**config.mk**
```make
export PLATFORM = sky130hd
export DESIGN_NAME = fpu_wb_stage_flat
export DESIGN_NICKNAME = d
export VERILOG_FILES = /design/src/rtl/fpu_pkg.sv /design/src/rtl/fpu_wb_stage_if.sv /design/src/rtl/fpu_wb_fifo.sv /design/src/rtl/fpu_wb_stage.sv /design/src/flat_wrapper.sv
export SDC_FILE = /design/constraint.sdc
export NUM_CORES = 1
export LEC_CHECK = 0
export ABC_AREA = 1
export CAP_MARGIN = 10
export CORE_MARGIN = 1
export CORE_UTILIZATION = 50
export CTS_CLUSTER_DIAMETER = 100
export DETAILED_ROUTE_END_ITERATION = 10
export GPL_TIMING_DRIVEN = 0
export PLACE_DENSITY = 0.84
export SLEW_MARGIN = 0
export SYNTH_ARGS = -nofsm -noshare
export SYNTH_HDL_FRONTEND = slang
export SYNTH_SLANG_ARGS = --single-unit
```
**constraint.sdc**
```tcl
create_clock -name clk -period 4.3 [get_ports clk]
set_input_delay 0.645 -clock clk [delete_from_list [all_inputs] [get_ports clk]]
set_output_delay 0.645 -clock clk [all_outputs]
set_load 0.005 [all_outputs]
```
**src/rtl/fpu_pkg.sv**
```systemverilog
// Shared FPU definitions: opcodes, flag bit positions and the writeback entry layout.
package fpu_pkg;

    localparam logic [6:0] FADD_S   = 7'b0000000;
    localparam logic [6:0] FSUB_S   = 7'b0000100;
    localparam logic [6:0] FADD_D   = 7'b0000001;
    localparam logic [6:0] FSUB_D   = 7'b0000101;
    localparam logic [6:0] FCVT_D_S = 7'b0100001;
    localparam logic [6:0] FCVT_D_W = 7'b1101001;
    localparam logic [6:0] FCMP_S   = 7'b1010000;
    localparam logic [6:0] FCMP_D   = 7'b1010001;
    localparam logic [6:0] FCVT_W_S = 7'b1100000;

    localparam int unsigned FLAG_NV = 4;
    localparam int unsigned FLAG_DZ = 3;
    localparam int unsigned FLAG_OF = 2;
    localparam int unsigned FLAG_UF = 1;
    localparam int unsigned FLAG_NX = 0;

    localparam logic [31:0] NANBOX_HI = 32'hFFFF_FFFF;

    // One buffered writeback entry, already formatted for its register file.
    typedef struct packed {
        logic [4:0]  rd;
        logic [63:0] data;
        logic        is_int;
        logic [4:0]  flags;
    } wb_entry_t;

    localparam int unsigned WB_ENTRY_W = $bits(wb_entry_t);

endpackage

```
**src/rtl/fpu_wb_stage_if.sv**
```systemverilog
// Handshake bundle between the FPU, the writeback stage and the register files.
interface fpu_wb_stage_if;

    logic        in_valid;
    logic        in_ready;
    logic [6:0]  in_func7;
    logic [4:0]  in_rd;
    logic [63:0] in_result;
    logic        in_flag_invalid;
    logic        in_flag_divbyzero;
    logic        in_flag_overflow;
    logic        in_flag_underflow;
    logic        in_flag_inexact;
    logic        in_flag_cmp;

    logic        out_valid;
    logic        out_ready;
    logic [4:0]  out_rd;
    logic [63:0] out_data;
    logic        out_is_int;

    // Environment side: FPU producer and register-file consumer.
    modport master (
        output in_valid, in_func7, in_rd, in_result,
               in_flag_invalid, in_flag_divbyzero, in_flag_overflow,
               in_flag_underflow, in_flag_inexact, in_flag_cmp,
        input  in_ready,
        input  out_valid, out_rd, out_data, out_is_int,
        output out_ready
    );

    // Writeback stage side.
    modport slave (
        input  in_valid, in_func7, in_rd, in_result,
               in_flag_invalid, in_flag_divbyzero, in_flag_overflow,
               in_flag_underflow, in_flag_inexact, in_flag_cmp,
        output in_ready,
        output out_valid, out_rd, out_data, out_is_int,
        input  out_ready
    );

endinterface

```
**src/rtl/fpu_wb_fifo.sv**
```systemverilog
// In-order FIFO holding formatted writeback entries; flush empties it in one cycle.
module fpu_wb_fifo #(
    parameter int unsigned WIDTH = 75,
    parameter int unsigned DEPTH = 2
) (
    input  logic                       clk,
    input  logic                       rst_n,
    input  logic                       flush,
    input  logic                       push,
    input  logic [WIDTH-1:0]           wdata,
    input  logic                       pop,
    output logic [WIDTH-1:0]           rdata,
    output logic [$clog2(DEPTH+1)-1:0] count
);

    localparam int unsigned PW = $clog2(DEPTH);
    localparam int unsigned CW = $clog2(DEPTH + 1);
    localparam logic [CW-1:0] DEPTH_C = CW'(DEPTH);

    logic [WIDTH-1:0] mem [DEPTH];
    logic [PW-1:0]    wr_ptr;
    logic [PW-1:0]    rd_ptr;
    logic [CW-1:0]    cnt;
    logic             push_ok;
    logic             pop_ok;

    assign push_ok = push && (cnt != DEPTH_C) && !flush;
    assign pop_ok  = pop && (cnt != '0);
    assign rdata   = mem[rd_ptr];
    assign count   = cnt;

    // Pointer/count bookkeeping and storage write; power-of-two DEPTH lets pointers wrap naturally.
    always_ff @(posedge clk) begin
        if (!rst_n) begin
            wr_ptr <= '0;
            rd_ptr <= '0;
            cnt    <= '0;
            for (int unsigned i = 0; i < DEPTH; i++) begin
                mem[i] <= '0;
            end
        end else if (flush) begin
            wr_ptr <= '0;
            rd_ptr <= '0;
            cnt    <= '0;
        end else begin
            if (push_ok) begin
                mem[wr_ptr] <= wdata;
                wr_ptr      <= wr_ptr + 1'b1;
            end
            if (pop_ok) begin
                rd_ptr <= rd_ptr + 1'b1;
            end
            case ({push_ok, pop_ok})
                2'b10:   cnt <= cnt + 1'b1;
                2'b01:   cnt <= cnt - 1'b1;
                default: cnt <= cnt;
            endcase
        end
    end

endmodule

```
**src/rtl/fpu_wb_stage.sv**
```systemverilog
// FPU writeback stage: formats results per opcode, buffers them in order and
// accumulates retired exception flags into the sticky fflags CSR field.
module fpu_wb_stage
    import fpu_pkg::*;
#(
    parameter int unsigned DEPTH = 2
) (
    input  logic                 clk,
    input  logic                 rst_n,
    fpu_wb_stage_if.slave        wb,
    input  logic                 flush,
    input  logic                 csr_fflags_we,
    input  logic [4:0]           csr_fflags_wdata,
    output logic [4:0]           fflags
);

    localparam int unsigned CW = $clog2(DEPTH + 1);
    localparam logic [CW-1:0] DEPTH_C = CW'(DEPTH);

    wb_entry_t     push_entry;
    wb_entry_t     head;
    logic [CW-1:0] count;
    logic          retire;
    logic [4:0]    retire_flags;

    // Format the incoming FPU result for its destination register file.
    always_comb begin
        push_entry                = '0;
        push_entry.rd             = wb.in_rd;
        push_entry.data           = wb.in_result;
        push_entry.is_int         = 1'b0;
        push_entry.flags[FLAG_NV] = wb.in_flag_invalid;
        push_entry.flags[FLAG_DZ] = wb.in_flag_divbyzero;
        push_entry.flags[FLAG_OF] = wb.in_flag_overflow;
        push_entry.flags[FLAG_UF] = wb.in_flag_underflow;
        push_entry.flags[FLAG_NX] = wb.in_flag_inexact;
        case (wb.in_func7)
            FADD_S, FSUB_S: begin
                push_entry.data = {NANBOX_HI, wb.in_result[31:0]};
            end
            FADD_D, FSUB_D, FCVT_D_S, FCVT_D_W: begin
                push_entry.data = wb.in_result;
            end
            FCMP_S, FCMP_D: begin
                push_entry.data   = {63'b0, wb.in_flag_cmp};
                push_entry.is_int = 1'b1;
            end
            FCVT_W_S: begin
                push_entry.data   = {{32{wb.in_result[31]}}, wb.in_result[31:0]};
                push_entry.is_int = 1'b1;
            end
            default: ;
        endcase
    end

    fpu_wb_fifo #(
        .WIDTH (WB_ENTRY_W),
        .DEPTH (DEPTH)
    ) u_fifo (
        .clk   (clk),
        .rst_n (rst_n),
        .flush (flush),
        .push  (wb.in_valid && wb.in_ready),
        .wdata (push_entry),
        .pop   (retire),
        .rdata (head),
        .count (count)
    );

    assign wb.in_ready   = (count != DEPTH_C);
    assign wb.out_valid  = (count != '0);
    assign wb.out_rd     = head.rd;
    assign wb.out_data   = head.data;
    assign wb.out_is_int = head.is_int;

    assign retire       = wb.out_valid && wb.out_ready;
    assign retire_flags = retire ? head.flags : 5'b0;

    // Sticky flags: a CSR write lands first, retiring flags are ORed on top.
    always_ff @(posedge clk) begin
        if (!rst_n) begin
            fflags <= '0;
        end else begin
            fflags <= (csr_fflags_we ? csr_fflags_wdata : fflags) | retire_flags;
        end
    end

endmodule

```
**src/flat_wrapper.sv**
```systemverilog
// flat-port wrapper written by rule: the top's interface ports become plain ports
module fpu_wb_stage_flat import fpu_pkg::*;
#(
    parameter int unsigned DEPTH = 2
)
  (clk, rst_n, flush, csr_fflags_we, csr_fflags_wdata, fflags, wb_in_valid, wb_in_func7, wb_in_rd, wb_in_result, wb_in_flag_invalid, wb_in_flag_divbyzero, wb_in_flag_overflow, wb_in_flag_underflow, wb_in_flag_inexact, wb_in_flag_cmp, wb_in_ready, wb_out_valid, wb_out_rd, wb_out_data, wb_out_is_int, wb_out_ready);
  fpu_wb_stage_if wb_i ();
  input  logic clk;
  input  logic rst_n;
  input  logic flush;
  input  logic csr_fflags_we;
  input  logic [4:0] csr_fflags_wdata;
  output logic [4:0] fflags;
  input wire logic [$bits(wb_i.in_valid)-1:0] wb_in_valid;
  input wire logic [$bits(wb_i.in_func7)-1:0] wb_in_func7;
  input wire logic [$bits(wb_i.in_rd)-1:0] wb_in_rd;
  input wire logic [$bits(wb_i.in_result)-1:0] wb_in_result;
  input wire logic [$bits(wb_i.in_flag_invalid)-1:0] wb_in_flag_invalid;
  input wire logic [$bits(wb_i.in_flag_divbyzero)-1:0] wb_in_flag_divbyzero;
  input wire logic [$bits(wb_i.in_flag_overflow)-1:0] wb_in_flag_overflow;
  input wire logic [$bits(wb_i.in_flag_underflow)-1:0] wb_in_flag_underflow;
  input wire logic [$bits(wb_i.in_flag_inexact)-1:0] wb_in_flag_inexact;
  input wire logic [$bits(wb_i.in_flag_cmp)-1:0] wb_in_flag_cmp;
  output wire logic [$bits(wb_i.in_ready)-1:0] wb_in_ready;
  output wire logic [$bits(wb_i.out_valid)-1:0] wb_out_valid;
  output wire logic [$bits(wb_i.out_rd)-1:0] wb_out_rd;
  output wire logic [$bits(wb_i.out_data)-1:0] wb_out_data;
  output wire logic [$bits(wb_i.out_is_int)-1:0] wb_out_is_int;
  input wire logic [$bits(wb_i.out_ready)-1:0] wb_out_ready;
  assign wb_i.in_valid = wb_in_valid;
  assign wb_i.in_func7 = wb_in_func7;
  assign wb_i.in_rd = wb_in_rd;
  assign wb_i.in_result = wb_in_result;
  assign wb_i.in_flag_invalid = wb_in_flag_invalid;
  assign wb_i.in_flag_divbyzero = wb_in_flag_divbyzero;
  assign wb_i.in_flag_overflow = wb_in_flag_overflow;
  assign wb_i.in_flag_underflow = wb_in_flag_underflow;
  assign wb_i.in_flag_inexact = wb_in_flag_inexact;
  assign wb_i.in_flag_cmp = wb_in_flag_cmp;
  assign wb_in_ready = wb_i.in_ready;
  assign wb_out_valid = wb_i.out_valid;
  assign wb_out_rd = wb_i.out_rd;
  assign wb_out_data = wb_i.out_data;
  assign wb_out_is_int = wb_i.out_is_int;
  assign wb_i.out_ready = wb_out_ready;
  fpu_wb_stage #(.DEPTH(DEPTH)) u_core (.clk(clk), .rst_n(rst_n), .wb(wb_i), .flush(flush), .csr_fflags_we(csr_fflags_we), .csr_fflags_wdata(csr_fflags_wdata), .fflags(fflags));
endmodule
```
==> results.sh, run 1 <==
export IMPL_antenna_cells=0
export IMPL_finalHoldViolCount=0
export IMPL_hold_buffers=0
export IMPL_max_freq_ghz=0.3313
export IMPL_sw_frac_of_total_pct=21.17
export IMPL_layout_common_cells="168 x clkdlybuf4s50_1, 150 x edfxtp_1, 70 x mux2_2, 62 x nor3_1, 58 x inv_1"
export IMPL_critPathBufInv=3
export IMPL_p_sw_w=0.0007491
export IMPL_cpLargestDelayFamily="buffers and inverters"
export IMPL_hpwl_um=12130
export IMPL_clk_latency_ns=0.42
export IMPL_grt_overflow=0
export IMPL_p_comb_share_pct=11.3
export IMPL_ctsResizeCount=0
export IMPL_viasPerCell=5.494
export IMPL_multi_input_area_um2=2170
export IMPL_period_needed_ns=3.018
export IMPL_worstPathCellList="clkbuf_1, buf_2, mux2_2, clkdlybuf4s50_1"
export IMPL_routedWlPerCell_um=18.11
export IMPL_slew_headroom_pct=59.43
export IMPL_htreeDepth=4
export IMPL_die_w_um=123.4
export IMPL_critical_path_max_stage_delay_ns=0.49
export IMPL_numPortBuffers=168
export IMPL_pre_cts_ws_ns=0.9309
export IMPL_cts_tree="built"
export IMPL_grt_pass1_wl_um=26990
export IMPL_setup_ws_ns=1.282
export IMPL_worstHoldPathType="reg2reg"
export IMPL_final_area_um2=9843
export IMPL_dr_wl_met3_um=1141
export IMPL_syn_avg_cell_area_um2=12.66
export IMPL_drt_iter0_drc=497
export IMPL_core_um2=14150
export IMPL_highest_layer="met4"
export IMPL_yosysWarnings=0
export IMPL_power_frac_seq_pct=51.1
export IMPL_postPlaceCellArea_um2=9336
export IMPL_synth_distinct_cells=25
export IMPL_rsz0062_at_grt="false"
export IMPL_m1WireLength_um=7133
export IMPL_cts_setup_buffers=0
export IMPL_regArea_um2=4705
export IMPL_ys_ff_latch=160
export IMPL_numCtsBuffers=17
export IMPL_syn_to_final_growth_pct=33.61
export IMPL_tns_ns=0
export IMPL_track_usage_pct=23.92
export IMPL_gp_congestion=0.7954
export IMPL_netlist_instances=582
export IMPL_clkTransAtPathRegs_ns=0.06
export IMPL_antenna_found_initial=0
export IMPL_syn_nets=676
export IMPL_final_period_utilization_pct=70.20
export IMPL_ys_seq_area_share_pct=63.86
export IMPL_cap_violations=0
export IMPL_power_leakage_nw=3.818
export IMPL_crit_slowest_cell="clkdlybuf4s50_1"
export IMPL_ir_drop_mv=0.2454
export IMPL_ios=170
export IMPL_synth_flop_cell="edfxtp_1"
export IMPL_cp_max_fo=10
export IMPL_drc=0
export IMPL_report_final_slew_viol_count=0
export IMPL_cp_start_kind="flip-flop"
export IMPL_final_common_cell="clkdlybuf4s50_1"
export IMPL_drtAntennaViolNets=0
export IMPL_clkPwrFrac_pct=37.5
export IMPL_status="complete, no violations"
export IMPL_intPower_w=0.002789
export IMPL_numClockSinks=160
export IMPL_power_total_w=0.003538
export IMPL_arrival_ns=2.37
export IMPL_cp_end_kind="primary output"
export IMPL_worstMarginPinSlew_ns=0.6086
export IMPL_setup_viol=0
export IMPL_skew_ns=0.01094
export IMPL_drive_gt1_share_pct=23.56
export IMPL_std_cell_rows=43
export IMPL_die_area_um2=15220
export IMPL_path_class="reg2out"
export IMPL_die_h_um=123.4
export IMPL_worstPathRequired_ns=3.65
export IMPL_cts_root_buf="clkbuf_16"
export IMPL_power_density_nw_per_um2=359.5
export IMPL_initial_utilization_pct=52.06
export IMPL_drt_wl_total_um=17410
export IMPL_cts_buffer_depth=2
export IMPL_num_vias=5280
export IMPL_fillers=962
export IMPL_synth_edf_count=150
export IMPL_drt_pass1_iterations=5
export IMPL_grt_pass1_vias=5408
export IMPL_num_nets_final=865
export IMPL_met2_length_um=8917
export IMPL_netlist_area_um2=7367
export IMPL_whs_ns=0.4751
export IMPL_async_flop_share_pct=0
export IMPL_grt_max_degree=47
==> Yosys cell counts, types with 2 or more instances <==
cell type	count	area share, %
a21oi_1	39	2.6
a21oi_2	36	4.3
buf_2	28	1.9
buf_6	9	1.4
clkbuf_1	7	0.36
dfxtp_1	10	2.7
edfxtp_1	150	61
inv_1	58	3.0
inv_2	5	0.25
mux2_2	70	11
mux2i_1	5	0.68
nand2_1	19	0.97
nand2_2	4	0.34
nand3_1	33	2.2
nor2_1	29	1.5
nor2_2	2	0.17
nor3_1	62	4.2
o211ai_1	5	0.51
o21ai_0	5	0.34
==> power groups by stage <==
| stage | Combinational (W) | Sequential [W] | Clock, W |
|---|---|---|---|
| finish | 0.000402 | 0.00181 | 0.00133 |
| global route | 0.000432 | 0.00182 | 0.00141 |
| CTS | 0.000405 | 0.00181 | 0.00134 |
| detailed placement | 0.000400 | 0.00184 | 0 |
| global placement | 0.000384 | 0.00184 | 0 |
| floorplan | 0.000161 | 0.00184 | 0 |
==> registers in the layout, summed over array words and instances (netlist names), named ones only <==
| signal | flops |
|---|---|
| u_core.u_fifo.count | 2 |
| u_core.u_fifo.rd_ptr | 1 |
| u_core.u_fifo.wr_ptr | 1 |
| u_core.fflags | 5 |
| u_core.u_fifo.mem | 150 |
==> cell families (layout without fill, tap and decap cells) <==
| family | Yosys count | count (layout) | synth area share, % |
|---|---|---|---|
| DFF | 160 | 160 | 63.86 |
| and+or+nand+nor | 152 | 152 | 9.817 |
| buffers and inverters | 108 | 307 | 6.895 |
| AOI/OAI and AO/OA | 86 | 86 | 7.880 |
| muxes | 75 | 75 | 11.38 |
| adders and majority gates | 1 | 1 | 0.1698 |
==> final timing paths <==
check / slack [ns] / to / depth (start not counted) / from
setup / recovery: 1.28 / wb_out_data[32] / 4 / flip-flop
hold / removal: 0.48 / flip-flop / 1 / u_core.u_fifo.rd_ptr
setup reg to reg: 1.99 / u_core.u_fifo.mem[1][44] / 9 / u_core.u_fifo.count[0]
hold reg to reg: 0.48 / flip-flop / 1 / u_core.u_fifo.rd_ptr
==> layer usage <==
layer	up-vias	global-route usage, %
met5	-	0
met4	0	8.584
met3	21	6.642
met2	227	40.92
met1	2559	28.87
li1	2473	-
==> through the flow <==
stage	utilization [%]	std cells
after floorplan	-	582
after global routing	69.56	961
after CTS	69.56	961
after global placement	65.54	930
after detailed placement	65.98	932
final	69.56	961
==> cell type report <==
| cell class | count | area share [%] |
|---|---|---|
| multi-input cells | 314 | 22.04 |
| clock inverters | 10 | 0.7500 |
| well taps | 180 | 2.288 |
| repair buffers | 170 | 17.57 |
| clock buffers | 19 | 4.398 |
| flip-flops and latches | 160 | 47.79 |
| plain buffers | 45 | 2.758 |
| inverters | 63 | 2.402 |
Note: power is estimated with default switching activity, not from simulation.
==> run 2: changes to the inputs <==
--- a/config.mk
+++ b/config.mk
@@ -8,11 +8,11 @@
 export ABC_AREA = 1
 export CAP_MARGIN = 10
 export CORE_MARGIN = 1
-export CORE_UTILIZATION = 50
+export CORE_UTILIZATION = 46
 export CTS_CLUSTER_DIAMETER = 100
 export DETAILED_ROUTE_END_ITERATION = 10
 export GPL_TIMING_DRIVEN = 0
-export PLACE_DENSITY = 0.84
+export PLACE_DENSITY = 0.81
 export SLEW_MARGIN = 0
 export SYNTH_ARGS = -nofsm -noshare
 export SYNTH_HDL_FRONTEND = slang
==> constraint.sdc (replaced) <==
create_clock -name clk -period 2.7 [get_ports clk]
set_input_delay 0.405 -clock clk [delete_from_list [all_inputs] [get_ports clk]]
set_output_delay 0.405 -clock clk [all_outputs]
set_load 0.005 [all_outputs]
==> run 2 against run 1 <==
Compared with the run above: sequential share of layout area decreased by 0.63 points; sequential cell count unchanged; worst setup slack lost 1.1 ns; largest power group unchanged; power up 69%; highest routed layer unchanged; critical path depth fell by 1; hold slack got worse by 0.019 ns.
==> results.sh, run 2 (synthesized netlist as in run 1, its figures left out) <==
export IMPL_status="complete, no violations"
export IMPL_num_nets_final=864
export IMPL_track_usage_pct=22.05
export IMPL_cap_violations=0
export IMPL_hpwl_um=11890
export IMPL_std_cell_rows=45
export IMPL_cpLargestDelayFamily="buffers and inverters"
export IMPL_final_period_utilization_pct=93.12
export IMPL_cts_buffer_depth=2
export IMPL_routedWlPerCell_um=17.44
export IMPL_critical_path_max_stage_delay_ns=0.49
export IMPL_clk_latency_ns=0.42
export IMPL_regArea_um2=4706
export IMPL_die_w_um=128.6
export IMPL_r2r_start="u_core.u_fifo.count[0]"
export IMPL_max_freq_ghz=0.3977
export IMPL_drt_pass1_iterations=5
export IMPL_power_density_nw_per_um2=600.0
export IMPL_clkTransAtPathRegs_ns=0.06
export IMPL_cts_tree="built"
export IMPL_largest_reg_flops=150
export IMPL_num_vias=5273
export IMPL_numCtsBuffers=17
export IMPL_path_class="reg2out"
export IMPL_post_route_util_pct=64.67
export IMPL_viasPerCell=5.305
export IMPL_regMostFlops="u_core.u_fifo.mem"
export IMPL_cp_start_kind="flip-flop"
export IMPL_worstHoldPathType="in2reg"
export IMPL_gp_congestion=0.7703
export IMPL_power_total_w=0.005987
export IMPL_drt_wl_total_um=17340
export IMPL_finalHoldViolCount=0
export IMPL_multi_input_area_um2=2178
export IMPL_cts_root_buf="clkbuf_16"
export IMPL_antenna_cells=0
export IMPL_die_h_um=128.6
export IMPL_antenna_found_initial=0
export IMPL_grt_pass1_vias=5480
export IMPL_ios=170
export IMPL_htreeDepth=4
export IMPL_grt_max_degree=42
export IMPL_grt_overflow=0
export IMPL_worstPathCellList="buf_2, mux2_2, clkdlybuf4s50_1"
export IMPL_worstPathRequired_ns=2.30
export IMPL_drive_gt1_share_pct=23.88
export IMPL_final_common_cell="clkdlybuf4s50_1"
export IMPL_fillers=1161
export IMPL_layout_common_cells="167 x clkdlybuf4s50_1, 150 x edfxtp_1, 70 x mux2_2, 62 x nor3_1, 58 x inv_1"
export IMPL_min_from="csr_fflags_we"
export IMPL_worstMarginPinSlew_ns=0.5669
export IMPL_rsz0062_at_grt="false"
export IMPL_hold_buffers=0
export IMPL_drc=0
export IMPL_slew_headroom_pct=62.21
export IMPL_die_area_um2=16530
export IMPL_skew_ns=0.007145
export IMPL_initial_utilization_pct=47.75
export IMPL_whs_ns=0.4563
export IMPL_cp_end_kind="primary output"
export IMPL_crit_slowest_cell="dfxtp_2"
export IMPL_cp_max_fo=10
export IMPL_ir_drop_mv=0.4242
export IMPL_period_needed_ns=2.514
export IMPL_drt_iter0_drc=370
export IMPL_syn_to_final_growth_pct=35.43
export IMPL_critPathBufInv=2
export IMPL_core_um2=15430
export IMPL_numPortBuffers=168
export IMPL_tns_ns=0
export IMPL_grt_pass1_wl_um=27050
export IMPL_setup_viol=0
export IMPL_numClockSinks=160
export IMPL_report_final_slew_viol_count=0
export IMPL_arrival_ns=2.11
export IMPL_power_leakage_nw=3.858
export IMPL_drtAntennaViolNets=0
export IMPL_cts_setup_buffers=0
run 2: cell count changes in the layout (fill, tap and decap cells not counted), sizes merged:
cell           before  now
clkbuf             26   24
bufinv              1    4
clkdlybuf4s50     168  167
clkinvlp            1    3
dlymetal6s2s        0    1
clkinv              8    7
run 2: layout make-up:
cell class	instances	share of cell area (%)
inverters	63	2.370
flip-flops and latches	160	47.17
clock inverters	14	1.718
repair buffers	170	17.28
multi-input cells	314	21.83
plain buffers	44	2.684
clock buffers	18	4.301
well taps	211	2.646
run 2: through the flow:
| step | instance area, um^2 | std cells | setup slack (ns) |
|---|---|---|---|
| CTS | 9975 | 994 | 0.02629 |
| global placement | 9318 | 961 | -1.050 |
| finish | 9977 | 994 | 0.1857 |
| global route | 9977 | 994 | 0.1033 |
| floorplan | 7372 | 582 | 0.3505 |
| detailed placement | 9368 | 963 | -0.4729 |
run 2: worst min-delay path, stage by stage:
cell	delay (ns)
buf_1	0.17
mux2i_1	0.18
a21oi_1	0.07
run 2: timing repair:
action | CTS | global route
setup endpoints to repair | 111 | 41
cloned | 0 | 0
gates resized for setup | 2 | 1
pin swaps | 0 | 0
run 2: path summary, 6_finish.rpt:
path	end	slack, ns	cells past startpoint
min reg2reg	flip-flop	0.50	1
max	wb_out_data[3]	0.19	3
min	u_core.fflags[3]	0.46	3
max reg2reg	u_core.u_fifo.mem[0][33]	0.33	9
run 2: metal layers:
layer | vias up | wire length, um | track usage [%]
met3 | 29 | 1110 | 5.405
li1 | 2458 | - | -
met5 | - | 0 | 0
met1 | 2577 | 7140 | 25.75
met4 | 0 | 388 | 10.17
met2 | 209 | 8701 | 38.38
run 2: where the power goes:
group / switching [W] / internal, W / leakage [nW]
registers: 0.0000365 / 0.00285 / 1.63
logic: 0.000270 / 0.000364 / 1.95
clock network: 0.000944 / 0.00153 / 0.283
==> run 3: changes to the inputs <==
--- a/config.mk
+++ b/config.mk
@@ -13,6 +13,7 @@
 export DETAILED_ROUTE_END_ITERATION = 10
 export GPL_TIMING_DRIVEN = 0
 export PLACE_DENSITY = 0.81
+export REMOVE_ABC_BUFFERS = 1
 export SLEW_MARGIN = 0
 export SYNTH_ARGS = -nofsm -noshare
 export SYNTH_HDL_FRONTEND = slang
==> run 3 against run 2 <==
Compared with the run above: worst setup slack got worse by 0.0089 ns; register-to-register slack improved by 0.07 ns; global-route usage decreased by 1.6 points; core utilization decreased by 0.49 points; via count decreased by 5.7%; critical endpoint is now wb_out_data[45]; largest cell class unchanged.
==> results.sh, run 3 (synthesized netlist as in run 1, its figures left out) <==
export IMPL_status="complete, no violations"
export IMPL_tns_ns=0
export IMPL_regMostFlops="u_core.u_fifo.mem"
export IMPL_die_w_um=128.6
export IMPL_numClockSinks=160
export IMPL_grt_overflow=0
export IMPL_setup_viol=0
export IMPL_worstPathRequired_ns=2.30
export IMPL_rsz0062_at_grt="false"
export IMPL_skew_ns=0.008632
export IMPL_ios=170
export IMPL_syn_to_final_growth_pct=34.41
export IMPL_initial_utilization_pct=47.75
export IMPL_arrival_ns=2.12
export IMPL_num_vias=4971
export IMPL_drt_pass1_iterations=6
export IMPL_worstHoldPathType="reg2reg"
export IMPL_numCtsBuffers=17
export IMPL_die_area_um2=16530
export IMPL_finalHoldViolCount=0
export IMPL_track_usage_pct=20.42
export IMPL_drive_gt1_share_pct=21.55
export IMPL_cp_start_kind="flip-flop"
export IMPL_dp_cells=924
export IMPL_slew_headroom_pct=46.31
export IMPL_clk_latency_ns=0.41
export IMPL_numPortBuffers=169
export IMPL_clkTransAtPathRegs_ns=0.06
export IMPL_r2r_slack_ns=0.40
export IMPL_viasPerCell=5.189
export IMPL_r2r_cells=7
export IMPL_num_nets_final=828
export IMPL_layout_common_cells="169 x clkdlybuf4s50_1, 150 x edfxtp_1, 70 x mux2_2, 62 x nor3_1, 58 x inv_1"
export IMPL_power_density_nw_per_um2=597.5
export IMPL_die_h_um=128.6
export IMPL_grt_max_degree=65
export IMPL_drt_wl_total_um=16280
export IMPL_cp_endpoint="wb_out_data[45]"
export IMPL_antenna_found_initial=0
export IMPL_htreeDepth=4
export IMPL_cts_root_buf="clkbuf_16"
export IMPL_worstMarginPinSlew_ns=0.8031
export IMPL_r2r_start="u_core.u_fifo.count[0]"
export IMPL_std_cell_rows=45
export IMPL_cts_tree="built"
export IMPL_drt_iter0_drc=243
export IMPL_worstReg2RegEnd="u_core.u_fifo.mem[0][52]"
export IMPL_path_class="reg2out"
export IMPL_hpwl_um=9875
export IMPL_largest_reg_flops=150
export IMPL_pre_cts_ws_ns=-0.4197
export IMPL_drtAntennaViolNets=0
export IMPL_min_path_cells=1
export IMPL_cap_violations=0
export IMPL_power_leakage_nw=3.760
export IMPL_cp_max_fo=56
export IMPL_drc=0
export IMPL_routedWlPerCell_um=17.00
export IMPL_period_needed_ns=2.523
export IMPL_antenna_cells=0
export IMPL_final_period_utilization_pct=93.45
export IMPL_finalNonFillerCells=958
export IMPL_core_um2=15430
export IMPL_grt_pass1_vias=5138
export IMPL_cts_buffer_depth=2
export IMPL_max_freq_ghz=0.3963
export IMPL_cp_end_kind="primary output"
export IMPL_setup_ws_ns=0.1768
export IMPL_final_common_cell="clkdlybuf4s50_1"
export IMPL_gp_congestion=0.7593
export IMPL_grt_pass1_wl_um=25760
export IMPL_report_final_slew_viol_count=0
export IMPL_ir_drop_mv=0.4656
-- run 3: cell count changes in the layout (fill, tap and decap cells not counted), moves of 2 or more --
cell / previous run / this run
clkbuf_8: 0 / 5
clkinv_1: 5 / 0
buf_16: 0 / 5
buf_2: 28 / 0
clkbuf_1: 7 / 2
clkdlybuf4s50_1: 167 / 169
bufinv_16: 4 / 2
buf_6: 9 / 1
-- run 3: critical path, stage by stage, from the launching register on --
cell,delay [ns]
dfxtp_4,0.51
buf_16,0.30
mux2_2,0.37
clkdlybuf4s50_1,0.49
-- run 3: how the worst min path moves through the flow --
stage / startpoint / endpoint
floorplan: u_core.u_fifo.rd_ptr / flip-flop
global placement: u_core.u_fifo.rd_ptr / flip-flop
detailed placement: u_core.u_fifo.rd_ptr / flip-flop
CTS: u_core.u_fifo.rd_ptr / flip-flop
global route: u_core.u_fifo.rd_ptr / flip-flop
finish: u_core.u_fifo.rd_ptr / flip-flop
-- run 3: layer usage --
| layer | wire (um) | track usage [%] | vias to the layer above | share of wire (%) |
|---|---|---|---|---|
| li1 | - | - | 2393 | - |
| met4 | 197 | 6.782 | 0 | 1.2 |
| met3 | 1386 | 7.568 | 19 | 8.5 |
| met2 | 8075 | 35.14 | 184 | 50 |
| met5 | 0 | 0 | - | 0 |
| met1 | 6626 | 23.53 | 2375 | 41 |
-- run 3: metrics by stage --
| stage | util [%] | instance area [um^2] | power, W | hold slack, ns |
|---|---|---|---|---|
| 2_1_floorplan | - | 7096 | 0.003174 | 0.4255 |
| 3_3_place_gp | 58.67 | 9051 | 0.003540 | 0.4331 |
| 3_5_place_dp | 60.05 | 9264 | 0.003559 | 0.4434 |
| 4_1_cts | 63.96 | 9867 | 0.005953 | 0.4525 |
| 5_1_grt | 64.18 | 9902 | 0.006112 | 0.4883 |
| 6_report | 64.18 | 9902 | 0.005917 | 0.4506 |
-- run 3: repair_timing --
action | 4_1_cts | 5_1_grt
hold buffers | 0 | 0
buffers inserted | 0 | 1
endpoints found under the setup margin | 0 | 124
resized for setup | 0 | 3
-- run 3: area by class of cell --
cell class                      instances  area (um^2)
Fill cell                            1116         5525
Sequential cell                       160         4708
Multi-Input combinational cell        315         2207
Timing Repair Buffer                  177         1881
Clock buffer                           24        501.7
Tap cell                              211        264.0
Inverter                               63        239.0
Clock inverter                          8        101.3
-- run 3: where the power goes --
group / internal (W) / switching, W / total [W]
Clock: 0.00149 / 0.000918 / 0.00240
Combinational: 0.000364 / 0.000270 / 0.000633
Sequential: 0.00284 / 0.0000352 / 0.00288
Total: 0.00469 / 0.00122 / 0.00592
